<file path="src/rtl/cksum_sched_pkg.sv">
// Shared bus widths, scheduler state codes and the job-table entry type.
// Widths are fixed at 32 bits for both address and length buses.
`ifndef CKSUM_SCHED_DEF_V
`define CKSUM_SCHED_DEF_V
`define TRUE        1'b1
`define FALSE       1'b0
`define ADDR_BUS    31:0
`define DATA_BUS    31:0
`define ZERO_WORD   32'h0000_0000
`define JOB_IDX_BUS 2:0
`define SCHED_IDLE  3'd0
`define SCHED_SCAN  3'd1
`define SCHED_ISSUE 3'd2
`define SCHED_WAIT  3'd3
`define SCHED_REL   3'd4
`define SCHED_FIN   3'd5
`endif

package cksum_sched_pkg;

  typedef enum logic [2:0] {
    ST_IDLE  = `SCHED_IDLE,
    ST_SCAN  = `SCHED_SCAN,
    ST_ISSUE = `SCHED_ISSUE,
    ST_WAIT  = `SCHED_WAIT,
    ST_REL   = `SCHED_REL,
    ST_FIN   = `SCHED_FIN
  } sched_st_t;

  typedef struct packed {
    logic             en;
    logic [`ADDR_BUS] field_off;
    logic [`DATA_BUS] field_len;
    logic [`ADDR_BUS] dst_off;
  } job_t;

  // An entry is issued only when enabled and it covers at least one byte.
  function automatic logic job_live(input job_t j);
    return j.en && (j.field_len != `ZERO_WORD);
  endfunction

  // The engine works on 16-bit words, so every offset and length must be even.
  function automatic logic cfg_even(input logic [`ADDR_BUS] off,
                                    input logic [`DATA_BUS] len,
                                    input logic [`ADDR_BUS] dst);
    return !(off[0] | len[0] | dst[0]);
  endfunction

endpackage

</file>
<file path="src/rtl/cksum_sched_job_pick.sv">
// Combinational priority pick: lowest live entry at or above the cursor.
// Zero latency; no flow control.
module cksum_job_pick #(
  parameter int NUM_JOBS = 4
) (
  input  logic [NUM_JOBS-1:0]         i_live,
  input  logic [$clog2(NUM_JOBS)-1:0] i_cursor,
  output logic                        o_found,
  output logic [$clog2(NUM_JOBS)-1:0] o_idx
);
  localparam int IDX_W = $clog2(NUM_JOBS);

  // Walking downward lets the lowest qualifying index win the last assignment.
  always_comb begin
    o_found = 1'b0;
    o_idx   = '0;
    for (int k = NUM_JOBS - 1; k >= 0; k--) begin
      if (i_live[k] && (IDX_W'(k) >= i_cursor)) begin
        o_found = 1'b1;
        o_idx   = IDX_W'(k);
      end
    end
  end

endmodule

</file>
<file path="src/rtl/cksum_sched.sv">
// Checksum job sequencer: walks the enabled table entries per packet, one engine handshake each.
// Start at accept+2, 3 cycles overhead per job; packets accepted only in IDLE (pkt_ready_o).
module cksum_sched
  import cksum_sched_pkg::*;
#(
  parameter int NUM_JOBS       = 4,
  parameter int TIMEOUT_CYCLES = 1023
) (
  input  logic                        clk,
  input  logic                        rst,
  input  logic                        cfg_we_i,
  input  logic [$clog2(NUM_JOBS)-1:0] cfg_idx_i,
  input  logic                        cfg_en_i,
  input  logic [`ADDR_BUS]            cfg_field_off_i,
  input  logic [`DATA_BUS]            cfg_field_len_i,
  input  logic [`ADDR_BUS]            cfg_dst_off_i,
  output logic                        cfg_err_o,
  input  logic                        pkt_valid_i,
  input  logic [`ADDR_BUS]            pkt_base_i,
  output logic                        pkt_ready_o,
  output logic                        cksum_start_o,
  output logic [`ADDR_BUS]            cksum_field_start_o,
  output logic [`DATA_BUS]            cksum_field_len_o,
  output logic [`ADDR_BUS]            cksum_dst_field_start_o,
  input  logic                        cksum_ready_i,
  output logic                        done_o,
  output logic                        timeout_o
);
  localparam int                IDX_W    = $clog2(NUM_JOBS);
  localparam int                WD_W     = $clog2(TIMEOUT_CYCLES + 1);
  localparam logic [IDX_W-1:0]  LAST_IDX = IDX_W'(NUM_JOBS - 1);
  localparam logic [WD_W-1:0]   WD_LAST  = WD_W'(TIMEOUT_CYCLES - 1);

  job_t             r_cfg [NUM_JOBS];
  job_t             r_act [NUM_JOBS];
  sched_st_t        r_state;
  logic [IDX_W-1:0] r_cursor;
  logic [`ADDR_BUS] r_base;
  logic [WD_W-1:0]  r_wd;
  logic             r_abort;
  logic             r_cfg_err;
  logic             r_pkt_ready;
  logic             r_start;
  logic [`ADDR_BUS] r_field_start;
  logic [`DATA_BUS] r_field_len;
  logic [`ADDR_BUS] r_dst_start;
  logic             r_done;
  logic             r_timeout;

  logic [NUM_JOBS-1:0] w_live;
  logic                w_found;
  logic [IDX_W-1:0]    w_pick;
  logic                w_cfg_ok;

  always_comb begin
    w_live = '0;
    for (int k = 0; k < NUM_JOBS; k++) begin
      w_live[k] = job_live(r_act[k]);
    end
  end

  cksum_job_pick #(
    .NUM_JOBS (NUM_JOBS)
  ) u_pick (
    .i_live   (w_live),
    .i_cursor (r_cursor),
    .o_found  (w_found),
    .o_idx    (w_pick)
  );

  assign w_cfg_ok = (r_state == ST_IDLE) &&
                    cfg_even(cfg_field_off_i, cfg_field_len_i, cfg_dst_off_i);

  // Live configuration table; the running packet works from its own snapshot in r_act.
  always_ff @(posedge clk) begin
    if (rst) begin
      r_cfg_err <= `FALSE;
      for (int k = 0; k < NUM_JOBS; k++) begin
        r_cfg[k] <= '0;
      end
    end else begin
      r_cfg_err <= cfg_we_i && !w_cfg_ok;
      if (cfg_we_i && w_cfg_ok) begin
        r_cfg[cfg_idx_i] <= '{en:        cfg_en_i,
                              field_off: cfg_field_off_i,
                              field_len: cfg_field_len_i,
                              dst_off:   cfg_dst_off_i};
      end
    end
  end

  always_ff @(posedge clk) begin
    if (rst) begin
      r_state       <= ST_IDLE;
      r_cursor      <= '0;
      r_base        <= `ZERO_WORD;
      r_wd          <= '0;
      r_abort       <= `FALSE;
      r_pkt_ready   <= `TRUE;
      r_start       <= `FALSE;
      r_field_start <= `ZERO_WORD;
      r_field_len   <= `ZERO_WORD;
      r_dst_start   <= `ZERO_WORD;
      r_done        <= `FALSE;
      r_timeout     <= `FALSE;
      for (int k = 0; k < NUM_JOBS; k++) begin
        r_act[k] <= '0;
      end
    end else begin
      r_done    <= `FALSE;
      r_timeout <= `FALSE;
      case (r_state)
        ST_IDLE: begin
          if (pkt_valid_i) begin
            // Snapshot taken from the pre-write table, so a same-cycle cfg write waits for the next packet.
            for (int k = 0; k < NUM_JOBS; k++) begin
              r_act[k] <= r_cfg[k];
            end
            r_base      <= pkt_base_i;
            r_cursor    <= '0;
            r_pkt_ready <= `FALSE;
            r_state     <= ST_SCAN;
          end
        end
        ST_SCAN: begin
          if (w_found) begin
            r_field_start <= r_base + r_act[w_pick].field_off;
            r_field_len   <= r_act[w_pick].field_len;
            r_dst_start   <= r_base + r_act[w_pick].dst_off;
            r_start       <= `TRUE;
            r_wd          <= '0;
            r_cursor      <= w_pick;
            r_state       <= ST_ISSUE;
          end else begin
            r_done  <= `TRUE;
            r_state <= ST_FIN;
          end
        end
        ST_ISSUE: begin
          // A high ready here is left over from the previous job; only a low ready is an ack.
          if (r_wd == WD_LAST) begin
            r_start   <= `FALSE;
            r_done    <= `TRUE;
            r_timeout <= `TRUE;
            r_abort   <= `TRUE;
            r_state   <= ST_REL;
          end else begin
            r_wd <= r_wd + WD_W'(1);
            if (!cksum_ready_i) begin
              r_state <= ST_WAIT;
            end
          end
        end
        ST_WAIT: begin
          if (cksum_ready_i) begin
            r_start <= `FALSE;
            r_state <= ST_REL;
          end else if (r_wd == WD_LAST) begin
            r_start   <= `FALSE;
            r_done    <= `TRUE;
            r_timeout <= `TRUE;
            r_abort   <= `TRUE;
            r_state   <= ST_REL;
          end else begin
            r_wd <= r_wd + WD_W'(1);
          end
        end
        ST_REL: begin
          if (r_abort) begin
            r_abort     <= `FALSE;
            r_pkt_ready <= `TRUE;
            r_state     <= ST_IDLE;
          end else if (r_cursor == LAST_IDX) begin
            r_done  <= `TRUE;
            r_state <= ST_FIN;
          end else begin
            r_cursor <= r_cursor + IDX_W'(1);
            r_state  <= ST_SCAN;
          end
        end
        ST_FIN: begin
          r_pkt_ready <= `TRUE;
          r_state     <= ST_IDLE;
        end
        default: begin
          r_pkt_ready <= `TRUE;
          r_start     <= `FALSE;
          r_state     <= ST_IDLE;
        end
      endcase
    end
  end

  assign cfg_err_o               = r_cfg_err;
  assign pkt_ready_o             = r_pkt_ready;
  assign cksum_start_o           = r_start;
  assign cksum_field_start_o     = r_field_start;
  assign cksum_field_len_o       = r_field_len;
  assign cksum_dst_field_start_o = r_dst_start;
  assign done_o                  = r_done;
  assign timeout_o               = r_timeout;

endmodule
</file>
<file path="config.mk">
export PLATFORM = sky130hd
export DESIGN_NAME = cksum_sched
export DESIGN_NICKNAME = d
export VERILOG_FILES = /design/src/rtl/cksum_sched_pkg.sv /design/src/rtl/cksum_sched_job_pick.sv /design/src/rtl/cksum_sched.sv
export SDC_FILE = /design/constraint.sdc
export NUM_CORES = 1
export LEC_CHECK = 0
export BUFFER_PORTS_ARGS = -buffer_cell sky130_fd_sc_hd__buf_2
export CAP_MARGIN = 25
export CELL_PAD_IN_SITES_DETAIL_PLACEMENT = 1
export CELL_PAD_IN_SITES_GLOBAL_PLACEMENT = 1
export CORE_ASPECT_RATIO = 0.8
export CORE_MARGIN = 5
export CORE_UTILIZATION = 46
export CTS_BUF_LIST = sky130_fd_sc_hd__clkbuf_4 sky130_fd_sc_hd__clkbuf_8 sky130_fd_sc_hd__clkbuf_16
export CTS_CLUSTER_DIAMETER = 120
export DETAILED_ROUTE_END_ITERATION = 12
export MAX_ROUTING_LAYER = met4
export PLACE_DENSITY_LB_ADDON = 0.1
export SLEW_MARGIN = 20
export SYNTH_ARGS = -nofsm -noshare
export SYNTH_HDL_FRONTEND = slang
export SYNTH_HIERARCHICAL = 1
export SYNTH_SLANG_ARGS = --single-unit
export TNS_END_PERCENT = 30
</file>
<file path="constraint.sdc">
create_clock -name clk -period 12.3 [get_ports clk]
set_input_delay 3.075 -clock clk [delete_from_list [all_inputs] [get_ports clk]]
set_output_delay 3.075 -clock clk [all_outputs]
set_load 0.01 [all_outputs]
</file>
==> flow_summary.yaml, run 1 <==
routing:
  via_per_inst: 5.50
  drt-initial-drc-count: 1697
  drc: 0
  detail_route.first_pass.iterations: 5
  wirelength_mm: 107
  avgRoutedWirePerCell_um: 24.9
  ant_nets: 0
  vias: 23500
synth:
  seq_area_frac_synth_pct: 66.6
  synth_area_leaders: "edfxtp_1 (59%), and2_1 (12%), dfxtp_1 (7.6%), mux4_2 (5.5%), ha_1 (2.1%)"
  ys_warn_count: 6
  synth.distinct_cells: 73
  synth_edf_count: 776
  synthArstFlopShare_pct: 0
  netlist_instances: 2843
  synth_area_per_cell_sq_um: 13.9
  yosysTopAreaCell: "edfxtp_1"
  synthTopCellsByCount: "edfxtp_1 (776), and2_1 (772), nand2_1 (192), dfxtp_1 (149), a21oi_1 (134)"
  synth-main-ff-cell: "edfxtp_1"
  synth_most_common_cell: "edfxtp_1"
  yosysTopAreaCellShare_pct: 59.1
  synth_seq_cells: 925
  netlist_area_sq_um: 39500
die:
  die_w_um: 337
  rows: 96
  coreArea_sq_um: 85400
  die_h_um: 272
  die-area_sq_um: 91800
  start_util_pct: 46.2
  ios: 237
finish:
  finalNetCount: 3265
  synthToLayoutAreaGrowth_pct: 14.4
  layout-drive-gt1-share_pct: 17.7
power_and_ir_drop:
  pwr-share-comb_pct: 16.3
  power_frac_seq_pct: 47.0
  powerDensity_nw_per_um2: 181
  clock_power_share_pct: 36.6
  switching_share_pct: 27.0
  p_sw_mw: 2.21
  p_int_mw: 5.99
  vdd_drop_max_uv: 102
  p_leak_nw: 17.5
cts:
  postCtsSetupRepairBufs: 0
  clock-sinks: 925
  tritoncts: "yes"
  cts_hold_buf: 0
  clkTransAtPathRegs_ns: 0.06
  cts_buffers: 94
  cts_buffer_depth: 3
  root_buffer: "clkbuf_16"
  clock_latency_ns: 0.67
  cts_htree_levels: 3
  cts_resized: 0
worst_setup_path:
  critPathLaunchType: "flop"
  cp.required_ns: 12.83
  r2r_slack_ns: 5.37
  worstPathArrival_ns: 7.47
  crit_type: "flop to flop"
  slowest_stage: "buf_4"
  worstPathCellList: "nor4_1, nand4_1, o21a_1, mux2i_1, nor2_1, a21oi_4, buf_4, mux4_2, ha_1, fa_1, a211oi_1, o21bai_1, a211o_1, a21o_1, a221oi_2, o31a_1, nand3b_1, xnor2_1, o21ai_1"
  critical_path.top_delay_family: "compound AO/OA/AOI/OAI gates"
  end_kind: "flop"
  path_buf_inv: 1
  path_max_fanout: 32
  critical_path.max_stage_delay_ns: 0.79
timing:
  finalCriticalPeriod_ns: 6.93
  fmax_mhz: 144
  worstMarginPinSlew_ns: 1.03
  setup_tns_ns: 0
  slew_headroom_pct: 31.0
  hold-worst-slack_ns: 0.445
  final.period_utilization_pct: 56.4
  hold_viol: 0
  maxSlewViolCount: 0
  grt_setup_unrepaired: "no"
  setup_viol: 0
  fin_skew_ns: 0.0265
hold_path:
  hp-class: "flop to flop"
flow_run:
  maxCapViolCount: 0
place:
  portBuffers: 236
  gp_congestion: 0.889
  hpwl_mm: 68.8
grt:
  grt_max_degree: 240
  grt_pass1_vias: 24800
  grt.overflow.total: 0
  antenna_found_initial: 10
  grt_pass1_wl_mm: 158
  gr-usage-all-layers_pct: 23.8
status:
  status: "complete, no violations"
## cells by family after synthesis
kind of cell,Yosys count,share of synthesized area (%)
AO/OA/AOI/OAI,344,5.58
buffers and inverters,179,1.75
adder cells (fa/ha/maj),67,2.16
flip-flops,925,66.6
AND/OR/NAND/NOR,1168,17.0
multiplexers,103,5.66
other,1,0.00950
XOR/XNOR,56,1.24
## worst register-to-register path, cell delays in order (launching register included)
cell and delay [ns]:
edfxtp_1 0.38, nor4_1 0.64, nand4_1 0.32, o21a_1 0.30, mux2i_1 0.16, nor2_1 0.09
a21oi_4 0.61, buf_4 0.81, mux4_2 0.64, ha_1 0.24, fa_1 0.46, a211oi_1 0.32
o21bai_1 0.15, a211o_1 0.38, a21o_1 0.29, a221oi_2 0.40, o31a_1 0.26, nand3b_1 0.12
xnor2_1 0.17, o21ai_1 0.07
## power by group through the flow
stage          registers (mW)  clock network, mW  logic [mW]
2_1_floorplan            3.92                  0       0.859
3_3_place_gp             3.90                  0        1.30
3_5_place_dp             3.92                  0        1.34
4_1_cts                  3.86               3.06        1.35
5_1_grt                  3.88               3.20        1.44
6_report                 3.85               3.00        1.34
## registers in the layout (all words and copies together) (netlist names), 2 cells and up
register / cells
r_act: 388
r_cursor: 2
r_state: 3
r_base: 32
cksum_dst_field_start_o: 32
r_wd: 10
r_cfg: 388
cksum_field_start_o: 32
cksum_field_len_o: 32
## placed cells by master (no fill, tap or decap), types with 16 or more instances in the layout
master     Yosys  routed
buf_4          0      30
clkbuf_4       0      19
dfxtp_1      149     149
clkbuf_16      0     100
nor2_1        62      60
nand4_1       25      25
xnor2_1       32      32
and2_1       772     772
buf_2         16     235
edfxtp_1     776     776
clkinv_2       0      16
a22o_1        32      32
xor2_1        24      24
a21o_1        33      33
o21ai_1       23      23
inv_1         22      21
ha_1          65      65
a21oi_1      134     132
mux4_2        96      96
nand2_1      192     192
o21ai_0       36      36
nor4_1        33      33
## area by class of cell
cell class | instances | area [sq um]
Antenna cell | 8 | 20.0
Clock buffer | 133 | 2840
Clock inverter | 45 | 437
Fill cell | 8410 | 40300
Inverter | 23 | 93.8
Multi-Input combinational cell | 1750 | 12600
Sequential cell | 925 | 26300
Tap cell | 1127 | 1410
Timing Repair Buffer | 268 | 1450
## path summary, 6_finish.rpt
kind	start	endpoint	depth (start not counted)
setup / recovery	r_act[0][39]	cksum_dst_field_start_o[26]	19
hold reg to reg	cksum_field_start_o[23]	cksum_field_start_o[23]	2
setup reg to reg	r_act[0][39]	cksum_dst_field_start_o[26]	19
hold / removal	cksum_field_start_o[23]	cksum_field_start_o[23]	2
## layer usage
metal  wire, um  vias to the layer above  track usage, %  part of all wire [%]
li1           -                    10700               -                     -
met1      48100                    12200            32.5                    45
met3       5090                      141            3.98                   4.8
met4       2170                        0            4.96                   2.0
met5          0                        -               -                     0
met2      51100                      506            38.1                    48
## per-stage QoR
step | power (mW) | cells | util (%) | cell area, sq um | setup slack (ns)
4_1_cts | 8.27 | 4271 | 52.8 | 45100 | 5.37
5_1_grt | 8.52 | 4275 | 52.9 | 45100 | 5.02
2_1_floorplan | 4.78 | 2854 | - | 39500 | 0.626
6_report | 8.19 | 4279 | 52.9 | 45100 | 5.37
3_3_place_gp | 5.21 | 4092 | 49.0 | 41800 | 5.03
3_5_place_dp | 5.26 | 4093 | 49.0 | 41800 | 4.91
Power figures use the tool's default switching activity.
==> inputs of run 2 (changes only) <==
Clock period 12.3 ns to 5.6 ns, I/O delays scaled along.
==> flow_summary.yaml, run 2 (synthesis gave the netlist of run 1 again) <==
status:
  status: "complete, no violations"
die:
  start_util_pct: 46.2
  die_h_um: 272
  ios: 237
  die_w_um: 337
  die-area_sq_um: 91800
  rows: 96
  coreArea_sq_um: 85400
cts:
  tritoncts: "yes"
  clock_latency_ns: 0.66
  root_buffer: "clkbuf_16"
  cts_htree_levels: 3
  cts_buffers: 96
  cts_buffer_depth: 3
  cts_hold_buf: 0
  clkTransAtPathRegs_ns: 0.06
  clock-sinks: 925
  postCtsSetupRepairBufs: 0
power_and_ir_drop:
  power.total_mw: 17.9
  vdd_drop_max_uv: 239
  p_leak_nw: 17.7
  powerDensity_nw_per_um2: 394
place:
  hpwl_mm: 69.0
  dp_slack_ns: -0.0533
  place_area_sq_um: 42200
  dp.cells: 4114
  portBuffers: 236
  gp_congestion: 0.917
hold_path:
  hp-class: "flop to flop"
  hp-start: "cksum_field_len_o[21]"
finish:
  final_common_cell: "edfxtp_1"
  finish.utilization_pct: 53.3
  final_cell_area_sq_um: 45500
  synthToLayoutAreaGrowth_pct: 15.3
  finalNetCount: 3288
  most-common-layout-cells: "edfxtp_1 (776), and2_1 (772), buf_2 (235)"
  layout-drive-gt1-share_pct: 18.8
  layout.cells.non_filler: 4307
  largestRegisters: "r_act (388), r_cfg (388)"
worst_setup_path:
  crit_start: "r_act[2][38]"
  cp.required_ns: 6.14
  worstPathArrival_ns: 6.00
  crit_type: "flop to flop"
  end_kind: "flop"
  path_max_fanout: 4
  critPathLaunchType: "flop"
  timing.rr.start: "r_act[2][38]"
timing:
  fin_skew_ns: 0.0280
  slew_headroom_pct: 23.3
  hold-worst-slack_ns: 0.453
  finalCriticalPeriod_ns: 5.47
  maxSlewViolCount: 0
  setup_viol: 0
  grt_setup_unrepaired: "no"
  fin_ws_ns: 0.134
  setup_tns_ns: 0
  final.period_utilization_pct: 97.6
  hold_viol: 0
  worstMarginPinSlew_ns: 1.15
  fmax_mhz: 183
grt:
  grt.overflow.total: 0
  grt_pass1_wl_mm: 162
  grt_pass1_vias: 25200
  grt_max_degree: 217
  gr-usage-all-layers_pct: 24.3
  antenna_found_initial: 15
flow_run:
  maxCapViolCount: 0
routing:
  vias: 23800
  avgRoutedWirePerCell_um: 25.2
  ant_nets: 0
  drc: 0
  via_per_inst: 5.53
  detail_route.first_pass.iterations: 5
  wirelength_mm: 108
  drt-initial-drc-count: 1748
[run 2: cell types whose count changed in the layout (fill, tap and decap cells not counted), sizes merged]
cell / previous run / this run
clkbuf: 133 / 143
clkinvlp: 4 / 9
inv: 25 / 23
clkinv: 31 / 25
bufinv: 8 / 4
diode: 8 / 12
buf: 268 / 289
[run 2: final cells by class]
cell class / instances / area (sq um)
fillers: 8390 / 39900
flip-flops and latches: 925 / 26300
multi-input cells: 1750 / 12700
clock buffers: 143 / 2930
repair buffers: 289 / 1770
well taps: 1127 / 1410
clock inverters: 38 / 317
inverters: 23 / 90.1
diodes: 12 / 30.0
[run 2: where the power goes]
part / switching [mW] / internal, mW / total (mW)
Sequential: 0.352 / 8.15 / 8.50
Clock: 2.68 / 3.81 / 6.49
Combinational: 1.80 / 1.16 / 2.96
[run 2: repair_timing]
action | CTS | global route
pin swaps | 0 | 0
endpoints found under the setup margin | 3 | 14
resized for setup | 3 | 10
[run 2: path summary, 6_finish.rpt]
path	depth (start not counted)	slack, ns	to
worst min register to register	2	0.45	cksum_field_len_o[21]
worst min-delay path	2	0.45	cksum_field_len_o[21]
worst max-delay path	18	0.13	cksum_dst_field_start_o[22]
worst max register to register	18	0.13	cksum_dst_field_start_o[22]
[run 2: critical path, stage by stage (launching register included)]
cell      delay (ns)
edfxtp_1        0.41
nor4_1          0.48
nand4_1         0.26
o21a_1          0.29
inv_1           0.09
o21ai_0         0.14
a21oi_4         0.25
mux4_2          0.56
ha_1            0.24
fa_1            0.48
a211oi_2        0.31
o21bai_1        0.16
a211o_1         0.40
a21o_1          0.27
a221oi_2        0.36
buf_4           0.18
o21ai_1         0.08
xor2_1          0.16
a22o_1          0.20
[run 2: routing by layer]
metal | global-route usage [%] | wire length, um | vias up | share of wire (%)
li1 | - | - | 10800 | -
met1 | 34.2 | 48900 | 12200 | 45
met2 | 36.9 | 49800 | 674 | 46
met3 | 4.15 | 6620 | 168 | 6.1
met4 | 6.75 | 3010 | 0 | 2.8
met5 | - | 0 | - | 0
==> inputs of run 3 (changes only) <==
--- a/config.mk
+++ b/config.mk
@@ -12,5 +12,5 @@
 export CORE_ASPECT_RATIO = 0.8
 export CORE_MARGIN = 5
-export CORE_UTILIZATION = 46
+export CORE_UTILIZATION = 55
 export CTS_BUF_LIST = sky130_fd_sc_hd__clkbuf_4 sky130_fd_sc_hd__clkbuf_8 sky130_fd_sc_hd__clkbuf_16
 export CTS_CLUSTER_DIAMETER = 120
==> constraint.sdc (replaced) <==
create_clock -name clk -period 6.6 [get_ports clk]
set_input_delay 1.65 -clock clk [delete_from_list [all_inputs] [get_ports clk]]
set_output_delay 1.65 -clock clk [all_outputs]
set_load 0.05 [all_outputs]
==> flow_summary.yaml, run 3 (synthesis gave the netlist of run 1 again) <==
status:
  status: "complete, no violations"
finish:
  finalNetCount: 3263
  most-common-layout-cells: "edfxtp_1 (776), and2_1 (772), buf_2 (235)"
  final_common_cell: "edfxtp_1"
  final_cell_area_sq_um: 44900
  multi_input_area_sq_um: 12600
  layout-drive-gt1-share_pct: 17.7
  largestRegisters: "r_act (388), r_cfg (388)"
  regArea_sq_um: 26300
  synthToLayoutAreaGrowth_pct: 13.8
  num-fill-cells: 6681
cts:
  cts_htree_levels: 3
  clkTransAtPathRegs_ns: 0.06
  clock-sinks: 925
  cts_buffers: 89
  root_buffer: "clkbuf_16"
  cts_hold_buf: 0
  postCtsSetupRepairBufs: 0
  cts_resized: 0
  cts_buffer_depth: 3
  tritoncts: "yes"
  clock_latency_ns: 0.65
power_and_ir_drop:
  vdd_drop_max_uv: 201
  p_leak_nw: 17.5
  power.total_mw: 15.4
  powerDensity_nw_per_um2: 343
die:
  die_h_um: 250
  die-area_sq_um: 77200
  ios: 237
  die_w_um: 309
  coreArea_sq_um: 70800
  start_util_pct: 55.8
  rows: 87
routing:
  drc: 0
  vias: 24300
  ant_nets: 0
  wirelength_mm: 111
  detail_route.first_pass.iterations: 6
  drt-initial-drc-count: 2333
  via_per_inst: 5.96
  avgRoutedWirePerCell_um: 27.2
place:
  portBuffers: 236
  gp_congestion: 0.902
  place_area_sq_um: 41700
  hpwl_mm: 69.1
grt:
  gr-usage-all-layers_pct: 29.5
  grt_max_degree: 268
  grt_pass1_vias: 26200
  antenna_found_initial: 13
  grt_pass1_wl_mm: 165
  grt.overflow.total: 0
worst_setup_path:
  r2r_slack_ns: 0.67
  path_max_fanout: 52
  cp.required_ns: 7.12
  end_kind: "flop"
  critical_path.max_stage_delay_ns: 0.59
  worstPathArrival_ns: 6.45
  critPathLaunchType: "flop"
  slowest_stage: "mux4_2"
  worstPathCellList: "nor4_1, nand4_1, o21a_1, mux2i_1, nor2_1, a21oi_4, buf_12, mux4_2, ha_1, a21oi_1, o21ai_0, nor3_1, a31oi_1, a211oi_1, nor3_1, a41oi_1, mux2i_1, nand2_1"
  crit_type: "flop to flop"
  crit_start: "r_act[2][39]"
  timing.rr.start: "r_act[2][39]"
timing:
  worstMarginPinSlew_ns: 1.04
  fmax_mhz: 169
  fin_skew_ns: 0.0235
  finalCriticalPeriod_ns: 5.93
  setup_viol: 0
  hold_viol: 0
  slew_headroom_pct: 30.9
  maxSlewViolCount: 0
  final.period_utilization_pct: 89.8
  grt_setup_unrepaired: "no"
hold_path:
  hp-class: "flop to flop"
  hp-start: "cksum_field_start_o[6]"
flow_run:
  maxCapViolCount: 0
## run 3: cell count changes in the layout (fill, tap and decap cells not counted), sizes merged
cell / delta
buf: -18
bufinv: +4
clkinv: +3
inv: +3
clkinvlp: -5
diode: -2
clkbuf: -19
## run 3: layer usage
layer,vias up,wire length [um],track usage [%],part of all wire [%]
li1,10700,-,-,-
met1,12500,45000,38.0,41
met2,878,55000,48.5,50
met3,194,7350,4.89,6.6
met4,0,3410,9.24,3.1
met5,-,0,-,0
## run 3: layout make-up
class                      instances  area share (%)
antenna                           10          0.0557
clock buffer                     124            5.92
clock inverter                    43            1.06
inverter                          23           0.201
multi-input combinational       1750            28.1
sequential                       925            58.6
tap                              934            2.60
timing repair buffer             271            3.55
## run 3: path summary, 6_finish.rpt
check	to	cells past startpoint
max	cksum_dst_field_start_o[29]	18
min	cksum_field_start_o[6]	2
max reg2reg	cksum_dst_field_start_o[29]	18
min reg2reg	cksum_field_start_o[6]	2
## run 3: stage by stage
step	std cells	hold slack [ns]	setup slack [ns]	setup TNS [ns]	utilization, %
2_1_floorplan	2854	0.439	-1.60	-620.86	-
3_3_place_gp	3902	0.438	1.10	0	59.0
3_5_place_dp	3903	0.446	0.755	0	59.0
4_1_cts	4070	0.456	0.685	0	63.4
5_1_grt	4078	0.481	0.239	0	63.4
6_report	4080	0.453	0.674	0	63.4
## run 3: where the power goes
part / switching, mW / total, mW / internal [mW]
Clock: 2.26 / 5.42 / 3.15
Combinational: 1.81 / 2.76 / 0.947
Sequential: 0.305 / 7.22 / 6.91
Total: 4.38 / 15.4 / 11.0
## run 3: worst max-delay path, delay by kind of cell (launching register included)
family          cells  cell delay [ns]
compound gates      7             1.98
simple gates        6             1.52
mux                 3             1.02
buf+inv             1             0.45
fa+ha+maj           1             0.43
flops               1             0.39
